===== config.mk =====
export PLATFORM = sky130hd
export DESIGN_NAME = word_serializer
export DESIGN_NICKNAME = d
export VERILOG_FILES = /design/src/rtl/word_serializer.sv
export SDC_FILE = /design/constraint.sdc
export NUM_CORES = 1
export LEC_CHECK = 0
export ABC_AREA = 1
export CORE_ASPECT_RATIO = 1.1
export CORE_MARGIN = 2
export CORE_UTILIZATION = 49
export DETAILED_ROUTE_END_ITERATION = 7
export PLACE_DENSITY = 0.8
export SYNTH_ARGS = -nofsm -noshare
export SYNTH_HDL_FRONTEND = slang
export SYNTH_SLANG_ARGS = --single-unit

===== constraint.sdc =====
create_clock -name clk -period 1.4 [get_ports clk]
set_input_delay 0.28 -clock clk [delete_from_list [all_inputs] [get_ports clk]]
set_output_delay 0.28 -clock clk [all_outputs]
set_load 0.05 [all_outputs]

===== src/rtl/word_serializer.sv =====
// word_serializer: splits a 64*WIDTH-bit word into four 16*WIDTH-bit beats, least-significant slice first
module word_serializer #(
  parameter int WIDTH = 1
) (
  input  logic                  clk,
  input  logic                  rst,
  input  logic                  load_valid,
  output logic                  load_ready,
  input  logic [64*WIDTH-1:0]   load_data,
  output logic                  out_valid,
  input  logic                  out_ready,
  output logic [16*WIDTH-1:0]   out_data,
  output logic                  out_last,
  output logic                  busy
);
  typedef enum logic {IDLE, SEND} state_t;
  state_t                state_q, state_d;
  logic [1:0]            cnt_q, cnt_d;
  logic [64*WIDTH-1:0]   hold_q, hold_d;
  logic [16*WIDTH-1:0]   beat [4];
  logic                  load, xfer;
  for (genvar i = 0; i < 4; i++) begin : g_beat
    assign beat[i] = hold_q[16*WIDTH*i +: 16*WIDTH];
  end
  // Outputs follow the registered state; a new word may load on the edge that retires the final beat
  always_comb begin
    out_valid  = state_q == SEND;
    out_last   = out_valid && cnt_q == 2'd3;
    busy       = out_valid;
    load_ready = !out_valid || (out_last && out_ready);
    out_data   = out_valid ? beat[cnt_q] : '0;
    load       = load_valid && load_ready;
    xfer       = out_valid && out_ready;
    state_d    = load ? SEND : (xfer && out_last) ? IDLE : state_q;
    cnt_d      = load ? 2'd0 : xfer ? cnt_q + 2'd1 : cnt_q;
    hold_d     = load ? load_data : hold_q;
  end
  // State, beat counter and holding register, cleared asynchronously by an active-low reset
  always_ff @(posedge clk or negedge rst) begin
    if (!rst) begin
      state_q <= IDLE;
      cnt_q   <= 2'd0;
      hold_q  <= '0;
    end else begin
      state_q <= state_d;
      cnt_q   <= cnt_d;
      hold_q  <= hold_d;
    end
  end
endmodule

---- Word level (Yosys, flattened, before mapping) ----
Cells that the tools add are included.
operators by class
  add/sub/neg operators ................... 1
  $lt $le $gt $ge ......................... 1
  equal/unequal tests ..................... 1
  muxes and demuxes ....................... 8
  bitwise logic cells ..................... 1
  reductions and logical operators ........ 9
operator list
  cell                                         count
  2-to-1 mux 16 bit                            3
  binary-select mux 16 bit (select 2 bit)      1
  logical AND 1 bit                            5
  2-to-1 mux 2 bit                             2
  nonzero test 2 bit                           2
  >= comparator 3 bit, second input constant   1
  NOT 2 -> 3 bit                               1
  adder 2 x 1 -> 2 bit, second input constant  1
  == test 2 bit, second input constant         1
  2-to-1 mux 1 bit                             2
  logical NOT 1 bit                            1
  logical OR 1 bit                             1
word-level totals
  flip-flop bits (word level) ............. 67
  input port bits ......................... 68
  output and inout bits ................... 20
  logic and storage cells ................. 24

---- Depth between registers and ports, before layout ----
Gate-level depths: netlist of run 1.
  depth in word-level cells ............... 6
  depth in mapped cells ................... 8
  mapped depth without buffers ............ 6

---- Worst setup path before layout of run 1 ----
OpenSTA, ideal clock, no wires.
  path type ............................... register -> output
  from .................................... register state_q, in the netlist busy
  to ...................................... output port out_data[0]
  arrival time ............................ 1.910 ns
  data required time ...................... 1.120 ns
  path slack .............................. -0.790 ns
  stages on the path, launching flop included .. 4
  path buffers ............................ 1
  cells stage by stage .................... dfrtp_1 inv_1 clkbuf_1 a21oi_1
between the ends
  cells in the longest elaborated chain, start to end .. 1
RTL lines
  element                 RTL line  source
  from (decl)             17        state_t state_q, state_d;
  from (signal assigned)  45        state_q <= state_d;
  2-to-1 mux 16 bit       31        out_data = out_valid ? beat[cnt_q] : '0;
  to (decl)               12        output logic [16*WIDTH-1:0] out_data,
No other way between the ends.

---- Worst setup path after layout of run 1 ----
  from .................................... register cnt_q[0]
  to ...................................... output port out_data[9]
between the ends
  cells in the longest elaborated chain, start to end .. 5
RTL lines
  element                                               RTL line  source
  from (decl)                                           18        logic [1:0] cnt_q, cnt_d;
  from (signal assigned)                                46        cnt_q <= cnt_d;
  NOT 2 -> 3 bit (implied by the code)                  31
  binary-select mux 16 bit (select 2 bit)               31
  2-to-1 mux 16 bit (implied by the code) (2 in a row)  31
  2-to-1 mux 16 bit                                     31
No other way between the ends. The select of a mux whose other input is x is not followed.

==> results of run 1 <==
## timing repair
action	in CTS	in global routing
cloned	2	1
hold buffers	1	0
endpoints found under the hold margin	67	0
endpoints found under the setup margin	84	83
pin swaps	1	0
buffers inserted	0	4
resized for setup	14	5
## routing by layer
layer / vias up / global-route usage / routed length (µm)
met5: - / 0 / 0
met4: 0 / 0.118 / 316
met3: 26 / 0.0446 / 661
met2: 137 / 0.432 / 4870
met1: 1577 / 0.360 / 4160
li1: 1670 / - / -
## worst max-delay path by stage
stage / to / slack [ns]
after floorplan: out_data[0] / -0.04
after CTS: out_data[0] / -0.44
after detailed placement: out_data[15] / -0.13
after global placement: hold_q[15] / -0.10
final: out_data[9] / -0.46
after global routing: out_data[15] / -0.53
## power breakdown
part	switching, mW	internal [mW]	leakage [nW]
Clock	0.738	0.862	0.0991
Sequential	0.561	2.82	0.834
Combinational	5.28	3.93	1.80
## cells by family (layout without fill, tap and decap cells)
family,Yosys count,count (layout),synth area share
buffers and inverters,103,196,0.134
flip-flops,67,67,0.479
adder cells (fa/ha/maj),1,1,0.00358
AO/OA/AOI/OAI,17,17,0.0243
AND/OR/NAND/NOR,300,300,0.358
## area by class of cell
cell class / count / area, µm² / share of cell area
flip-flops and latches: 67 / 1680 / 0.313
multi-input cells: 318 / 1730 / 0.323
clock inverters: 5 / 52.6 / 0.00978
inverters: 70 / 283 / 0.0526
repair inverters: 1 / 8.76 / 0.00163
clock buffers: 11 / 141 / 0.0263
well taps: 85 / 106 / 0.0198
repair buffers: 109 / 1370 / 0.254
## critical path, cell delays in order (launching register included)
cell	delay, ns
dfrtp_2	0.48
buf_12	0.19
nand2_1	0.09
nand3_1	0.12
a21oi_4	0.19
buf_12	0.16
## state kept, by name, summed over array words and instances, names as in the netlist
signal / cells
busy: 1
hold_q: 64
cnt_q: 2
## layout by cell type (no fill, tap or decap)
master             n
a21oi_4           16
buf_12            27
buf_2              2
buf_4             10
buf_6              2
bufbuf_16          1
bufinv_16          1
clkbuf_1           1
clkbuf_16          1
clkbuf_8          10
clkdlybuf4s50_1   65
clkinv_2           3
clkinvlp_4         1
dfrtp_1           65
dfrtp_2            1
dfrtp_4            1
dlygate4sd3_1      1
ha_2               1
inv_1             67
inv_6              2
inv_8              2
nand2_1          190
nand2_2           10
nand2_4            1
nand2_8            1
nand3_1           67
nand3_2           31
o21ai_0            1
==> results.cfg, run 1 <==
[power]
leakagePower_nw = 2.73
power.total_mw = 14.2
peakVddDrop_mv = 2.35
pwr_density_cell_nw_per_um2 = 2640

[synthesis]
postSynthAreaPerCell_um2 = 7.17
synthTopCellsByCount = nand2_1 (200), nand3_1 (98), inv_1 (69)
synth_flop_cell = dfrtp_1
synth_nets = 557
syn_inst = 488
yosysSeqAreaShare = 0.479
synth_seq_cells = 67
synth_warnings = 0
yosysTopAreaCell = dfrtp_1
synth.most_common_cell = nand2_1
synth_edf_count = 0
yosysUniqueCellTypes = 13
synth-async-reset-ratio = 1.00
netlist.area_leader.share = 0.479
yosys-top-cells-area = dfrtp_1 (48%), nand2_1 (21%), nand3_1 (14%)
syn_area_um2 = 3500

[placement]
dpl-instance-area_um2 = 5000
place_inst = 642
hpwl_um = 6720
gp_congestion = 0.866
io_buffers = 87
pre_cts_slack_ns = -0.128

[detailed_routing]
vias_per_cell = 5.12
drt_drc_violations_left = 0
drt_pass1_iterations = 5
routed_wl_um = 10000
dr.first_iter.drc_count = 238
postRouteAntennaNets = 0
drt-wirelength-per-cell_um = 15.0
via_count = 3410

[clock_tree]
clk_pin_slew_worst_paths_ns = 0.07
cts-root-buf = clkbuf_8
cts_buffer_depth = 2
clock-sinks = 67
cts_tree = yes
cts-buffers-inserted = 9
htree_levels = 3
worstSkewPairLatency_ns = 0.35

[run_status]
status = finished, violations left
violations = negative setup slack

[global_routing]
antenna_found_initial = 0
grt_max_degree = 68
track_usage = 0.269
grt-ovfl-total = 0
grt_pass1_vias = 3379
grt_pass1_wl_um = 16300

[sta]
rsz0062_at_grt = true
fin_skew_ns = 0.00470
setup_viol = 82
tightest_slew_ns = 0.427
period_share = 1.33
setup_tns_ns = -11.82
hold_viol = 0
max_freq_mhz = 539
setup_ws_ns = -0.456
max_slew_margin = 0.712
drv_slew = 0
hold_ws_ns = 0.250
min_period_ns = 1.86

[worst_setup_path]
setup.worst_path.start = cnt_q[0]
critPathMaxFanout = 23
r2r_cells = 7
r2r-end = hold_q[25]
crit_path_end_kind = primary output
r2r_start = cnt_q[0]
rrSetupSlack_ns = -0.14
critPathKind = reg2out
worstPathRequired_ns = 1.12
startpoint_type = flop
cp.arrival_ns = 1.58

[cells_and_area]
syn_to_final_growth_pct = 53.6
stdcell_area_um2 = 5370
utilization = 0.771
nets = 645
n_antenna_cell = 0
drive_gt1_frac = 0.213
fin_cells = 666
fill_cells = 471

[job]
drv_cap = 0

[floorplan]
core_area_um2 = 6970
die_x_um = 84.6
start_util = 0.502
die_area_um2 = 7830
ios = 88
die_y_um = 92.6
row_count = 32

[worst_hold_path]
min_to = busy
holdPathStages = 3
hp-class = in2reg
worstHoldStart = load_valid
No activity file was read; power rests on OpenSTA's default activity.
==> inputs of run 2 (changes only) <==
--- a/config.mk
+++ b/config.mk
@@ -8,9 +8,9 @@
 export ABC_AREA = 1
 export CORE_ASPECT_RATIO = 1.1
 export CORE_MARGIN = 2
-export CORE_UTILIZATION = 49
+export CORE_UTILIZATION = 45
 export DETAILED_ROUTE_END_ITERATION = 7
-export PLACE_DENSITY = 0.8
+export PLACE_DENSITY = 0.77
 export SYNTH_ARGS = -nofsm -noshare
 export SYNTH_HDL_FRONTEND = slang
 export SYNTH_SLANG_ARGS = --single-unit
==> constraint.sdc (replaced) <==
create_clock -name clk -period 1.6 [get_ports clk]
set_input_delay 0.32 -clock clk [delete_from_list [all_inputs] [get_ports clk]]
set_output_delay 0.32 -clock clk [all_outputs]
set_load 0.05 [all_outputs]
==> results.cfg, run 2 (synthesized netlist as in run 1, its figures left out) <==
[cells_and_area]
syn_to_final_growth_pct = 49.8
nets = 642
layout_common_cells = nand2_1 (197), nand3_1 (79), inv_1 (67)
drive_gt1_frac = 0.178
n_antenna_cell = 0
regMostFlops = hold_q
largest_reg_flops = 64
final_common_cell = nand2_1

[placement]
hpwl_um = 7440
io_buffers = 87
gp_congestion = 0.933

[sta]
drv_slew = 0
hold_ws_ns = -0.0179
max_freq_mhz = 531
tightest_slew_ns = 0.491
min_period_ns = 1.88
hold_viol = 27
fin_skew_ns = 0.00555
setup_viol = 18
period_share = 1.18
setup_ws_ns = -0.285
max_slew_margin = 0.673
rsz0062_at_grt = true

[power]
leakagePower_nw = 2.69
power.total_mw = 12.1
peakVddDrop_mv = 1.59
pwr_density_cell_nw_per_um2 = 2310

[clock_tree]
cts_hold_buf = 0
cts-buffers-inserted = 9
clk_pin_slew_worst_paths_ns = 0.07
worstSkewPairLatency_ns = 0.34
clock-sinks = 67
htree_levels = 3
cts_tree = yes
cts-root-buf = clkbuf_8
cts_buffer_depth = 2

[detailed_routing]
via_count = 3500
vias_per_cell = 5.12
postRouteAntennaNets = 0
drt-wirelength-per-cell_um = 15.2
dr.first_iter.drc_count = 312
drt_pass1_iterations = 5
drt_drc_violations_left = 0
routed_wl_um = 10400

[floorplan]
core_area_um2 = 7510
die_y_um = 96.5
die_area_um2 = 8490
row_count = 33
start_util = 0.465
ios = 88
die_x_um = 88.1

[worst_setup_path]
crit_path_end_kind = primary output
startpoint_type = flop
critPathMaxFanout = 18
cpMaxStageDelayCell = dfrtp_2
cp.arrival_ns = 1.56
r2r_cells = 8
crit_top_cell = buf_12
r2r-end = cnt_q[1]
worstPathRequired_ns = 1.28
critPathKind = reg2out
crit_path_cell_trace = buf_12, nand2_1, nand3_2, a21oi_2, buf_12
r2r_start = cnt_q[0]
crit_path_max_incr_delay_ns = 0.47
rrSetupSlack_ns = 0.07

[global_routing]
grt_pass1_vias = 3451
grt_pass1_wl_um = 16800
grt-ovfl-total = 0
track_usage = 0.260
antenna_found_initial = 0
grt_max_degree = 41

[job]
drv_cap = 0

[worst_hold_path]
hp-class = in2async

[run_status]
status = finished, violations left
violations = negative hold slack, negative setup slack
[run 2: worst max path at each step]
stage	startpoint	to
after floorplan	cnt_q[0]	out_data[15]
after global placement	out_ready	hold_q[21]
after detailed placement	cnt_q[0]	out_data[5]
after CTS	cnt_q[0]	out_data[15]
after global routing	cnt_q[0]	out_data[9]
final	cnt_q[0]	out_data[15]
[run 2: area by class of cell]
| cell class | count | area [µm²] |
|---|---|---|
| Sequential cell | 67 | 1680 |
| Tap cell | 105 | 131 |
| Timing Repair Buffer | 107 | 1310 |
| Clock inverter | 5 | 52.6 |
| Fill cell | 603 | 2270 |
| Clock buffer | 11 | 141 |
| Inverter | 70 | 270 |
| Multi-Input combinational cell | 318 | 1660 |
[run 2: what timing repair did]
item	CTS	global route
pin swaps	7	4
buffers inserted	0	1
cloned	0	1
endpoints found under the setup margin	24	82
resized for setup	21	20
[run 2: power breakdown]
group / switching (mW) / internal (mW)
registers: 0.472 / 2.47
logic: 4.47 / 3.31
clock network: 0.645 / 0.755
total: 5.59 / 6.54
[run 2: per-layer routing]
layer	vias up	track usage	share of wire
met5	-	0	0
met4	0	0.112	0.033
met3	25	0.0399	0.057
met2	144	0.445	0.50
met1	1672	0.328	0.41
li1	1659	-	-
[run 2: metrics by stage]
| step | TNS, ns | area (µm²) | util | instances | setup WS [ns] |
|---|---|---|---|---|---|
| final | -4.42 | 5240 | 0.697 | 683 | -0.285 |
| after global routing | -5.30 | 5240 | 0.697 | 683 | -0.334 |
| after CTS | -4.48 | 5110 | 0.680 | 681 | -0.266 |
| after detailed placement | -1.81 | 4830 | 0.643 | 665 | -0.0721 |
| after global placement | -0.239 | 4830 | 0.643 | 665 | -0.0369 |
| after floorplan | -0.333 | 3670 | - | 488 | -0.0322 |
[run 2: worst max-delay path: cells and delay by family (launching register included)]
| family | cells | cell delay, ns |
|---|---|---|
| AOI/OAI and AO/OA | 1 | 0.20 |
| buffers and inverters | 2 | 0.35 |
| DFF | 1 | 0.47 |
| and+or+nand+nor | 2 | 0.20 |
==> inputs of run 3 (changes only) <==
==> constraint.sdc (replaced) <==
create_clock -name clk -period 1.6 [get_ports clk]
set_input_delay 0.48 -clock clk [delete_from_list [all_inputs] [get_ports clk]]
set_output_delay 0.48 -clock clk [all_outputs]
set_load 0.05 [all_outputs]
==> results.cfg, run 3 (synthesized netlist as in run 1, its figures left out) <==
[run_status]
status = finished, violations left
violations = negative setup slack

[sta]
period_share = 1.28
setup_ws_ns = -0.449
setup_tns_ns = -7.25
max_freq_mhz = 488
rsz0062_at_grt = true
hold_ws_ns = 0.151
fin_skew_ns = 0.00778
setup_viol = 18
tightest_slew_ns = 0.489
max_slew_margin = 0.674
drv_slew = 0
hold_viol = 0
min_period_ns = 2.05

[placement]
place_inst = 660
io_buffers = 87
dpl-instance-area_um2 = 4980
pre_cts_slack_ns = -0.224
hpwl_um = 7020
gp_congestion = 0.840

[floorplan]
die_x_um = 88.1
core_area_um2 = 7510
die_area_um2 = 8490
die_y_um = 96.5
start_util = 0.465
ios = 88
row_count = 33

[power]
leakagePower_nw = 2.77
power.total_mw = 12.8
pwr_density_cell_nw_per_um2 = 2350
peakVddDrop_mv = 1.81

[global_routing]
grt_pass1_vias = 3422
grt_max_degree = 40
grt_pass1_wl_um = 16400
track_usage = 0.254
antenna_found_initial = 0
grt-ovfl-total = 0

[clock_tree]
cts-buffers-inserted = 9
cts_tree = yes
clk_pin_slew_worst_paths_ns = 0.07
clock-sinks = 67
htree_levels = 3
cts-root-buf = clkbuf_8
cts_buffer_depth = 2
worstSkewPairLatency_ns = 0.35

[detailed_routing]
dr.first_iter.drc_count = 241
drt_drc_violations_left = 0
routed_wl_um = 11200
drt_pass1_iterations = 5
postRouteAntennaNets = 0
via_count = 3590
drt-wirelength-per-cell_um = 16.3
vias_per_cell = 5.23

[cells_and_area]
nets = 645
drive_gt1_frac = 0.210
n_antenna_cell = 0
syn_to_final_growth_pct = 56.5
fin_cells = 686
stdcell_area_um2 = 5470
largest_reg_flops = 64
utilization = 0.728
fill_cells = 545
regMostFlops = hold_q
final_common_cell = nand2_1
layout_common_cells = nand2_1 (195), inv_1 (67), dfrtp_1 (65), clkdlybuf4s50_1 (65), nand3_1 (64)

[worst_setup_path]
critPathMaxFanout = 16
critPathKind = reg2out
crit_path_end_kind = primary output
r2r_cells = 9
startpoint_type = flop
crit_path_cell_trace = buf_6, nand2_1, nand3_2, a21oi_4, buf_12
cpMaxStageDelayCell = dfrtp_2
cp.arrival_ns = 1.57
crit_path_max_incr_delay_ns = 0.47
worstPathRequired_ns = 1.12

[worst_hold_path]
hp-class = in2async

[job]
drv_cap = 0
run 3: routing by layer:
metal	global-route usage	part of all wire	up-vias
met5	0	0	-
met4	0.0985	0.025	0
met3	0.0501	0.062	25
met2	0.423	0.50	156
met1	0.328	0.41	1739
li1	-	-	1670
run 3: final timing paths:
kind | start | end | slack (ns)
min reg2reg | hold_q[48] | hold_q[48] | 0.47
max | cnt_q[0] | out_data[14] | -0.45
min in group clk | hold_q[48] | hold_q[48] | 0.47
max in group asynchronous | rst | hold_q[32] | 1.06
max reg2reg | cnt_q[1] | cnt_q[1] | 0.01
min | rst | hold_q[60] | 0.15
run 3: what timing repair did:
action / 4_1_cts / 5_1_grt
resized for setup: 8 / 13
pin swaps: 5 / 1
hold buffers: 0 / 0
gates cloned: 0 / 9
endpoints found under the setup margin: 18 / 84
buffers inserted: 1 / 0
run 3: worst max-delay path: cells and delay by family (launching register included):
family	cells	cell delay, ns
flops	1	0.47
compound gates	1	0.21
simple gates	2	0.21
buf+inv	2	0.34
run 3: final cells by class:
type                            instances  area (µm²)  share of cell area
Clock buffer                           11         141              0.0258
Clock inverter                          5         100              0.0183
Inverter                               70         283              0.0517
Multi-Input combinational cell        319        1740               0.318
Sequential cell                        67        1680               0.307
Tap cell                              105         131              0.0240
Timing Repair Buffer                  109        1400               0.255
run 3: power by group:
group | internal (mW) | leakage, nW | switching, mW
clock network | 1.07 | 0.123 | 0.654
registers | 2.47 | 0.834 | 0.508
logic | 3.43 | 1.82 | 4.71
total | 6.97 | 2.77 | 5.87
